===== config.mk =====
export PLATFORM = sky130hd
export DESIGN_NAME = irq_ctrl_6502
export DESIGN_NICKNAME = d
export VERILOG_FILES = /design/src/rtl/irq_ctrl_6502.sv
export SDC_FILE = /design/constraint.sdc
export NUM_CORES = 1
export LEC_CHECK = 0
export ABC_AREA = 1
export BUFFER_PORTS_ARGS = -buffer_cell sky130_fd_sc_hd__buf_2
export CORE_ASPECT_RATIO = 1.4
export CORE_UTILIZATION = 50
export CTS_CLUSTER_DIAMETER = 120
export DETAILED_ROUTE_END_ITERATION = 8
export GPL_ROUTABILITY_DRIVEN = 0
export HOLD_SLACK_MARGIN = 0.06
export PLACE_DENSITY = 0.74
export SLEW_MARGIN = 10
export SYNTH_ARGS = -nofsm -noshare
export SYNTH_HDL_FRONTEND = slang
export SYNTH_SLANG_ARGS = --single-unit

===== constraint.sdc =====
create_clock -name clk_i -period 3.95 [get_ports clk_i]
set_input_delay 0.5925 -clock clk_i [delete_from_list [all_inputs] [get_ports clk_i]]
set_output_delay 0.5925 -clock clk_i [all_outputs]
set_load 0.01 [all_outputs]

===== src/rtl/irq_ctrl_6502.sv =====
// ---------------------------------------------------------------------------
// irq_ctrl_6502
//
// Memory-mapped interrupt controller for a 6502 system bus. External sources
// are synchronised, latched as pending (edge or level per source), masked,
// prioritised and folded into a single registered IRQ line for the CPU.
//
// Register window (BaseAddress + offset):
//   +0 STATUS  pending bits, write-1-to-clear
//   +1 ENABLE  per-source mask
//   +2 MODE    per-source trigger: 1 = rising edge, 0 = level
//   +3 VECTOR  lowest pending&enabled index in [2:0], 'h80 when none (RO)
//   +4 CTRL    [0] global enable, [1] clear-all strobe (reads 0)
//   +5 SWSET   write 1s to set pending bits (reads 0)
//
// Ports:
//   clk_i      system clock
//   reset_i    synchronous active-high reset
//   address_i  CPU address, qualified together with rd_wr_i / data_i
//   data_i     CPU write data
//   rd_wr_i    1 = write, 0 = read
//   data_o     registered read data, holds between in-window reads
//   irq_src_i  asynchronous active-high interrupt sources
//   irq_o      registered interrupt request to the CPU
// ---------------------------------------------------------------------------
module irq_ctrl_6502 #(
    parameter int unsigned BaseAddress   = 'h9400,
    parameter int unsigned NumSources    = 8,
    parameter int unsigned SyncStages    = 2,
    parameter int unsigned address_width = 16,
    parameter int unsigned data_width    = 8
) (
    input  logic                     clk_i,
    input  logic                     reset_i,
    input  logic [address_width-1:0] address_i,
    input  logic [data_width-1:0]    data_i,
    input  logic                     rd_wr_i,
    output logic [data_width-1:0]    data_o,
    input  logic [NumSources-1:0]    irq_src_i,
    output logic                     irq_o
);

    localparam logic [address_width-1:0] BASE_ADDR = address_width'(BaseAddress);

    localparam logic [2:0] OFF_STATUS = 3'd0;
    localparam logic [2:0] OFF_ENABLE = 3'd1;
    localparam logic [2:0] OFF_MODE   = 3'd2;
    localparam logic [2:0] OFF_VECTOR = 3'd3;
    localparam logic [2:0] OFF_CTRL   = 3'd4;
    localparam logic [2:0] OFF_SWSET  = 3'd5;

    logic [NumSources-1:0] pending_reg;
    logic [NumSources-1:0] enable_reg;
    logic [NumSources-1:0] mode_reg;
    logic                  ctrl_en_reg;
    logic [NumSources-1:0] prev_reg;

    logic [NumSources-1:0] pending_next;
    logic [NumSources-1:0] sync_s;
    logic [NumSources-1:0] set_vec;
    logic [NumSources-1:0] clear_vec;
    logic [NumSources-1:0] swset_vec;
    logic [NumSources-1:0] masked;
    logic [NumSources-1:0] src_data;

    logic [address_width-1:0] offset;
    logic [2:0]               off_sel;
    logic                     in_window;
    logic                     wr_sel;
    logic                     rd_sel;
    logic                     clear_all;

    logic                     vec_valid;
    logic [2:0]               vec_idx;
    logic [data_width-1:0]    rd_data;

    // Subtracting the base folds addresses below the window into large
    // offsets, so one unsigned compare bounds both ends of the window.
    assign offset    = address_i - BASE_ADDR;
    assign in_window = (offset < address_width'(6));
    assign off_sel   = offset[2:0];
    assign wr_sel    = in_window & rd_wr_i;
    assign rd_sel    = in_window & ~rd_wr_i;
    assign src_data  = data_i[NumSources-1:0];

    assign clear_all = wr_sel && (off_sel == OFF_CTRL) && data_i[1];
    assign clear_vec = ((wr_sel && (off_sel == OFF_STATUS)) ? src_data : '0)
                     | {NumSources{clear_all}};
    assign swset_vec = (wr_sel && (off_sel == OFF_SWSET)) ? src_data : '0;
    assign masked    = pending_reg & enable_reg;

    generate
        for (genvar gi = 0; gi < NumSources; gi++) begin : g_src
            logic [SyncStages-1:0] sync_reg;

            always_ff @(posedge clk_i) begin
                if (reset_i) begin
                    sync_reg <= '0;
                end else begin
                    sync_reg <= {sync_reg[SyncStages-2:0], irq_src_i[gi]};
                end
            end

            assign sync_s[gi] = sync_reg[SyncStages-1];

            // Set is OR-ed in after the clear so a coincident event is never lost.
            assign set_vec[gi] = (mode_reg[gi] ? (sync_s[gi] & ~prev_reg[gi]) : sync_s[gi])
                               | swset_vec[gi];
            assign pending_next[gi] = (pending_reg[gi] & ~clear_vec[gi]) | set_vec[gi];
        end
    endgenerate

    // Lowest-numbered pending and enabled source wins: scan downwards so the
    // last hit is the lowest index.
    always_comb begin
        vec_valid = 1'b0;
        vec_idx   = '0;
        for (int i = int'(NumSources) - 1; i >= 0; i--) begin
            if (masked[i]) begin
                vec_valid = 1'b1;
                vec_idx   = 3'(i);
            end
        end
    end

    always_comb begin
        rd_data = '0;
        case (off_sel)
            OFF_STATUS: rd_data = data_width'(pending_reg);
            OFF_ENABLE: rd_data = data_width'(enable_reg);
            OFF_MODE:   rd_data = data_width'(mode_reg);
            OFF_VECTOR: rd_data = vec_valid ? data_width'(vec_idx) : data_width'(8'h80);
            OFF_CTRL:   rd_data = data_width'(ctrl_en_reg);
            default:    rd_data = '0;
        endcase
    end

    always_ff @(posedge clk_i) begin
        if (reset_i) begin
            pending_reg <= '0;
            enable_reg  <= '0;
            mode_reg    <= '0;
            ctrl_en_reg <= 1'b0;
            prev_reg    <= '0;
            data_o      <= '0;
            irq_o       <= 1'b0;
        end else begin
            pending_reg <= pending_next;
            prev_reg    <= sync_s;
            // Uses pre-edge pending so irq trails the pending flag by one edge.
            irq_o       <= ctrl_en_reg & (|masked);

            if (wr_sel && (off_sel == OFF_ENABLE)) begin
                enable_reg <= src_data;
            end
            if (wr_sel && (off_sel == OFF_MODE)) begin
                mode_reg <= src_data;
            end
            if (wr_sel && (off_sel == OFF_CTRL)) begin
                ctrl_en_reg <= data_i[0];
            end
            if (rd_sel) begin
                data_o <= rd_data;
            end
        end
    end

endmodule


; ---- Yosys cells after proc, flatten, opt, wreduce, memory -nomap -nowiden
; Index checks and enable logic that the tools add are counted.
[word_totals]
inputBits = 35
reg_bits = 58
out_inout_bits = 9
[classes]
mux = 28
n_addsub = 1
n_reduce_logical = 8
n_eq_ne = 5
magnitude_cmp = 1
bitwise_logic = 54
[op_table]
columns = cell, n
row1 = one-hot mux 8 bit (5 select lines), 1
row2 = two-way mux 3 bit, 8
row3 = two-way mux 8 bit, 3
row4 = AND 1 bit, 19
row5 = inverter 1 bit, 17
row6 = less-than comparator 16 x 3 -> 1 bit (second input constant), 1
row7 = two-way mux 1 bit, 16
row8 = bitwise OR 1 bit, 16
row9 = subtractor 16 bit (second input constant), 1
row10 = AND 8 bit, 1
row11 = bitwise OR 8 bit, 1
row12 = OR reduction 8 bit, 1
row13 = equality test 3 x 2 -> 1 bit (second input constant), 2
row14 = equality test 3 bit (second input constant), 2
row15 = logical AND 1 bit, 6
row16 = equality test 3 x 1 -> 1 bit (second input constant), 1
row17 = logical NOT 3 bit, 1

; ---- Depth between registers and ports, before layout
[depth]
depth_word = 11
depth_mapped = 12
depth_no_buf = 12

; ---- Least setup slack after synthesis
; Ideal clock, no wire load.
[synth_timing]
kind = input -> register
from = in address_i[5]
to = reg pending_reg[0]
slack_ns = 2.285
arrival_time_ns = 1.533
stages = 8
path_cell_list = nor2_1 -> nand2_1 -> nor2_2 -> nand3_4 -> nor2_8 -> nand3_2 -> nand2_1 -> a21oi_1
[synth_via]
elab_chain_len = 9
[synth_lines]
columns = item, line_no
row1 = start: declaration, 35  ; input logic [address_width-1:0] address_i,
row2 = subtractor 16 bit (*), 79  ; assign offset = address_i - BASE_ADDR;
row3 = less-than comparator 16 x 3 -> 1 bit (*), 80  ; assign in_window = (offset < address_width'(6));
row4 = AND 1 bit (*), 82  ; assign wr_sel = in_window & rd_wr_i;
row5 = logical AND 1 bit (on tied branches), "87, 86"
row6 = two-way mux 8 bit or logical AND 1 bit (tied branches), "87, 86"
row7 = bitwise OR 8 bit, 88  ; | {NumSources{clear_all}};
row8 = inverter 1 bit, 109  ; assign pending_next[gi] = (pending_reg[gi] & ~clear_vec[gi]) | set_vec[gi];
row9 = AND 1 bit, 109
row10 = bitwise OR 1 bit (*), 109
row11 = end signal: assignment, 148  ; pending_reg <= pending_next;
row12 = end: declaration, 52  ; logic [NumSources-1:0] pending_reg;
; Every way passes the cells marked *; elsewhere a longest branch is shown, timed or not.
; A chain may end at the register's enable or synchronous reset.

; ---- Worst setup path in the final report
[layout_timing]
from = in address_i[1]
to = reg pending_reg[3]
[layout_via]
elab_chain_len = 9
[layout_lines]
columns = item, line_no
row1 = subtractor 16 bit (*), 79
row2 = less-than comparator 16 x 3 -> 1 bit, 80
row3 = AND 1 bit, 82
row4 = logical AND 1 bit (on tied branches), "87, 86"
row5 = two-way mux 8 bit or logical AND 1 bit (tied branches), "87, 86"
row6 = bitwise OR 8 bit, 88
row7 = inverter 1 bit, 109
row8 = AND 1 bit, 109
row9 = bitwise OR 1 bit (*), 109
; Marks and branches as above.

==> impl_table.tex <==
\begin{tabular}{lr}
\hline
Metric & Value \\
\hline
\multicolumn{2}{l}{\textbf{Placement}} \\
Total of buffers placed on input and output ports & 43 \\
Half-perimeter wire length after detailed placement & 3.53 mm \\
Placement Cell Area & about 2800 um2 \\
\multicolumn{2}{l}{\textbf{Logic synthesis}} \\
Yosys warning count & 0 \\
Number of distinct library cells after synthesis & 22 \\
Compound-Gate Fraction of Synth Area & 13.6\% \\
Yosys reg bits & 58 \\
Combinational family with the most area after synthesis & simple AND/OR/NAND/NOR gates \\
Mux share of post-synthesis cell area & 0\% \\
Biggest area contributors in the synthesized netlist & sky130\_fd\_sc\_hd\_\_dfxtp\_1, sky130\_fd\_sc\_hd\_\_nand2\_1, sky130\_fd\_sc\_hd\_\_inv\_1 \\
Synthesized cell area & around 2500 um2 \\
Part of the Yosys area used for sequential elements & a little under half \\
Leading area contributor after synthesis & sky130\_fd\_sc\_hd\_\_dfxtp\_1 \\
Fraction of synthesized cell area in xor and xnor cells & 0\% \\
Nets in the synthesized netlist & 393 \\
Syn Inst Count & 358 \\
Post-synthesis share of cell area spent on and, or, nand and nor gates & 29.9\% \\
Avg Synthesized Cell Area & 7.00 um2 \\
Share of the synthesized area in the top cell type & 46.4\% \\
Adder-cell share of the synthesized area & 0\% \\
\multicolumn{2}{l}{\textbf{Critical path}} \\
Launching element type of the critical path & input port \\
Critical path endpoint category & register \\
Worst setup path class & input port to register \\
Largest fanout on the critical path & 8 \\
Data arrival, critical path & 1.86 ns \\
Slack of the worst reg-to-reg path & around 2.8 ns \\
Required time reported for the critical path endpoint & 4.15 ns \\
\multicolumn{2}{l}{\textbf{Drt}} \\
Number of DRC markers in iteration 0 & between 70 and 80 \\
Iteration count of the initial detailed-routing pass & 4 \\
Total wire length & 4.83 mm \\
Number of vias after detailed routing & 2191 \\
Antenna-violating nets left & 0 \\
Average detailed-routed wire length per instance & 10.2 um \\
Post-DR vias/cell & 4.63 \\
DRC Markers & 0 \\
\multicolumn{2}{l}{\textbf{STA}} \\
Hold violation count in the final report & 0 \\
Transition time at the pin with the least slew margin & 0.478 ns \\
F\_max & 602 MHz \\
Endpoints failing setup & 0 \\
Unrepaired setup endpoints after global routing & false \\
Period utilisation layout & 42.0\% \\
Sum of negative setup slack & 0 ns \\
Clock period minus worst slack & 1.66 ns \\
Number of max-slew violations in the final report & 0 \\
Worst-case clock skew & 0.00708 ns \\
Remaining max-slew budget at the tightest pin & 68.1\% \\
\multicolumn{2}{l}{\textbf{Final layout}} \\
Final nets & 440 \\
Leading cell type in the layout, fill and taps excluded & sky130\_fd\_sc\_hd\_\_nand2\_1 \\
Utilization of the core after routing & 60.7\% \\
Number of flip-flops under the largest register name & 16 \\
Highest-count cells in the layout ignoring fill and taps & sky130\_fd\_sc\_hd\_\_nand2\_1, sky130\_fd\_sc\_hd\_\_dfxtp\_1, sky130\_fd\_sc\_hd\_\_inv\_1, sky130\_fd\_sc\_hd\_\_nor2\_1, sky130\_fd\_sc\_hd\_\_buf\_2 \\
Area added between synthesis and finish & 17.4\% \\
Finished layout cell area & just under 3000 um2 \\
Share of cells above drive strength 1 & 18.1\% \\
Number of fill cells & 453 \\
Diodes inserted & 0 \\
\multicolumn{2}{l}{\textbf{Clock tree}} \\
Setup Buffers After CTS & 0 \\
H-tree depth & 3 \\
Clock slew seen by the registers of the worst setup and hold paths & 0.06 ns \\
Clock insertion delay at the later pin of the skew report & approximately 0.34 ns \\
Deepest clock path buffer count & 2 \\
Clock tree root driver cell & sky130\_fd\_sc\_hd\_\_clkbuf\_8 \\
TritonCTS clock tree & done \\
CTS Buf Count & 9 \\
Cts repair resizes & 0 \\
Clock sink count & just under 60 \\
Cts-stage hold buffer count & 0 \\
\multicolumn{2}{l}{\textbf{Global routing}} \\
Pin count of the biggest net entering global routing & 44 \\
Number of global-route vias before repair & around 2000 \\
First-pass GRT wire length & 7.98 mm \\
Global Route Usage Sum & 20.4\% \\
Overflow after GRT & 0 \\
Number of antenna violations at the first check in global routing & 0 \\
\multicolumn{2}{l}{\textbf{Die}} \\
Total Die Area & 5300 um2 \\
Die Span Y & 85.7 um \\
Placeable core area & 4840 um2 \\
Die width & around 62 um \\
Effective utilization at floorplan & about half \\
Number of placed I/O pins & 44 \\
Number of placement rows & 30 \\
\multicolumn{2}{l}{\textbf{Worst hold path}} \\
Path category of the worst min-delay check & register to register \\
\multicolumn{2}{l}{\textbf{Power}} \\
Static leakage power & 1.39 nW \\
Power density over the cells & 390 nW/um2 \\
Worst-case vdd ir drop & 0.000378 V \\
Power consumption & 0.00115 W \\
\multicolumn{2}{l}{\textbf{Run}} \\
Count of maximum capacitance violations & 0 \\
\multicolumn{2}{l}{\textbf{Run status}} \\
Result of the run & finished clean \\
\hline
\end{tabular}
synthesized netlist by cell type (all sizes together):
cell,instances
o211ai,4
nand3b,1
o21ai,20
dfxtp,58
clkbuf,6
o21a,1
inv,58
a211oi,1
nand3,15
nand2,93
buf,2
nand4,2
a21oi,39
nor2,58
stage by stage:
stage	hold WS [ns]	instances	setup WS, ns
after global routing	0.414	473	2.11
after CTS	0.400	473	2.30
after global placement	0.389	458	1.99
after floorplan	0.388	358	2.28
after detailed placement	0.392	458	1.95
final	0.399	473	2.29
critical path: stages:
cell and delay [ns]:
sky130_fd_sc_hd__buf_2 0.14, sky130_fd_sc_hd__nor2_2 0.20, sky130_fd_sc_hd__nand2_1 0.24, sky130_fd_sc_hd__inv_2 0.12, sky130_fd_sc_hd__nand4_2 0.24, sky130_fd_sc_hd__nor2_1 0.16
sky130_fd_sc_hd__nor2_1 0.05, sky130_fd_sc_hd__nand2_1 0.05, sky130_fd_sc_hd__a21oi_1 0.06
cells by family (layout without fill, tap and decap cells):
group / Yosys count / in the layout
compound gates: 65 / 65
buf+inv: 66 / 117
flops: 58 / 58
simple gates: 169 / 169
power breakdown:
| part | switching (W) | internal [W] |
|---|---|---|
| logic | 0.0000442 | 0.0000270 |
| registers | 0.00000550 | 0.000599 |
| clock network | 0.000217 | 0.000255 |
layer usage:
metal | up-vias | global-route usage, % | share of wire [%]
li1 | 1206 | - | -
met1 | 916 | 21.5 | 44
met2 | 61 | 35.6 | 49
met3 | 8 | 6.33 | 4.3
met4 | 0 | 9.49 | 2.2
met5 | - | 0 | 0
final timing paths:
path	depth (start not counted)	start	to
max	9	address_i[1]	pending_reg[3]
min	2	g_src[0].sync_reg[0]	g_src[0].sync_reg[1]
max reg2reg	7	enable_reg[6]	data_o[7]
min reg2reg	2	g_src[0].sync_reg[0]	g_src[0].sync_reg[1]
final cells by class:
type	instances	area, um2	area share, %
inverter	58	218	7.40
tap	64	80.1	2.72
timing repair buffer	44	223	7.57
sequential	58	1160	39.5
clock inverter	3	15.0	0.511
multi-input combinational	234	1090	37.0
clock buffer	12	155	5.28
Note: power is estimated with default switching activity, not from simulation.
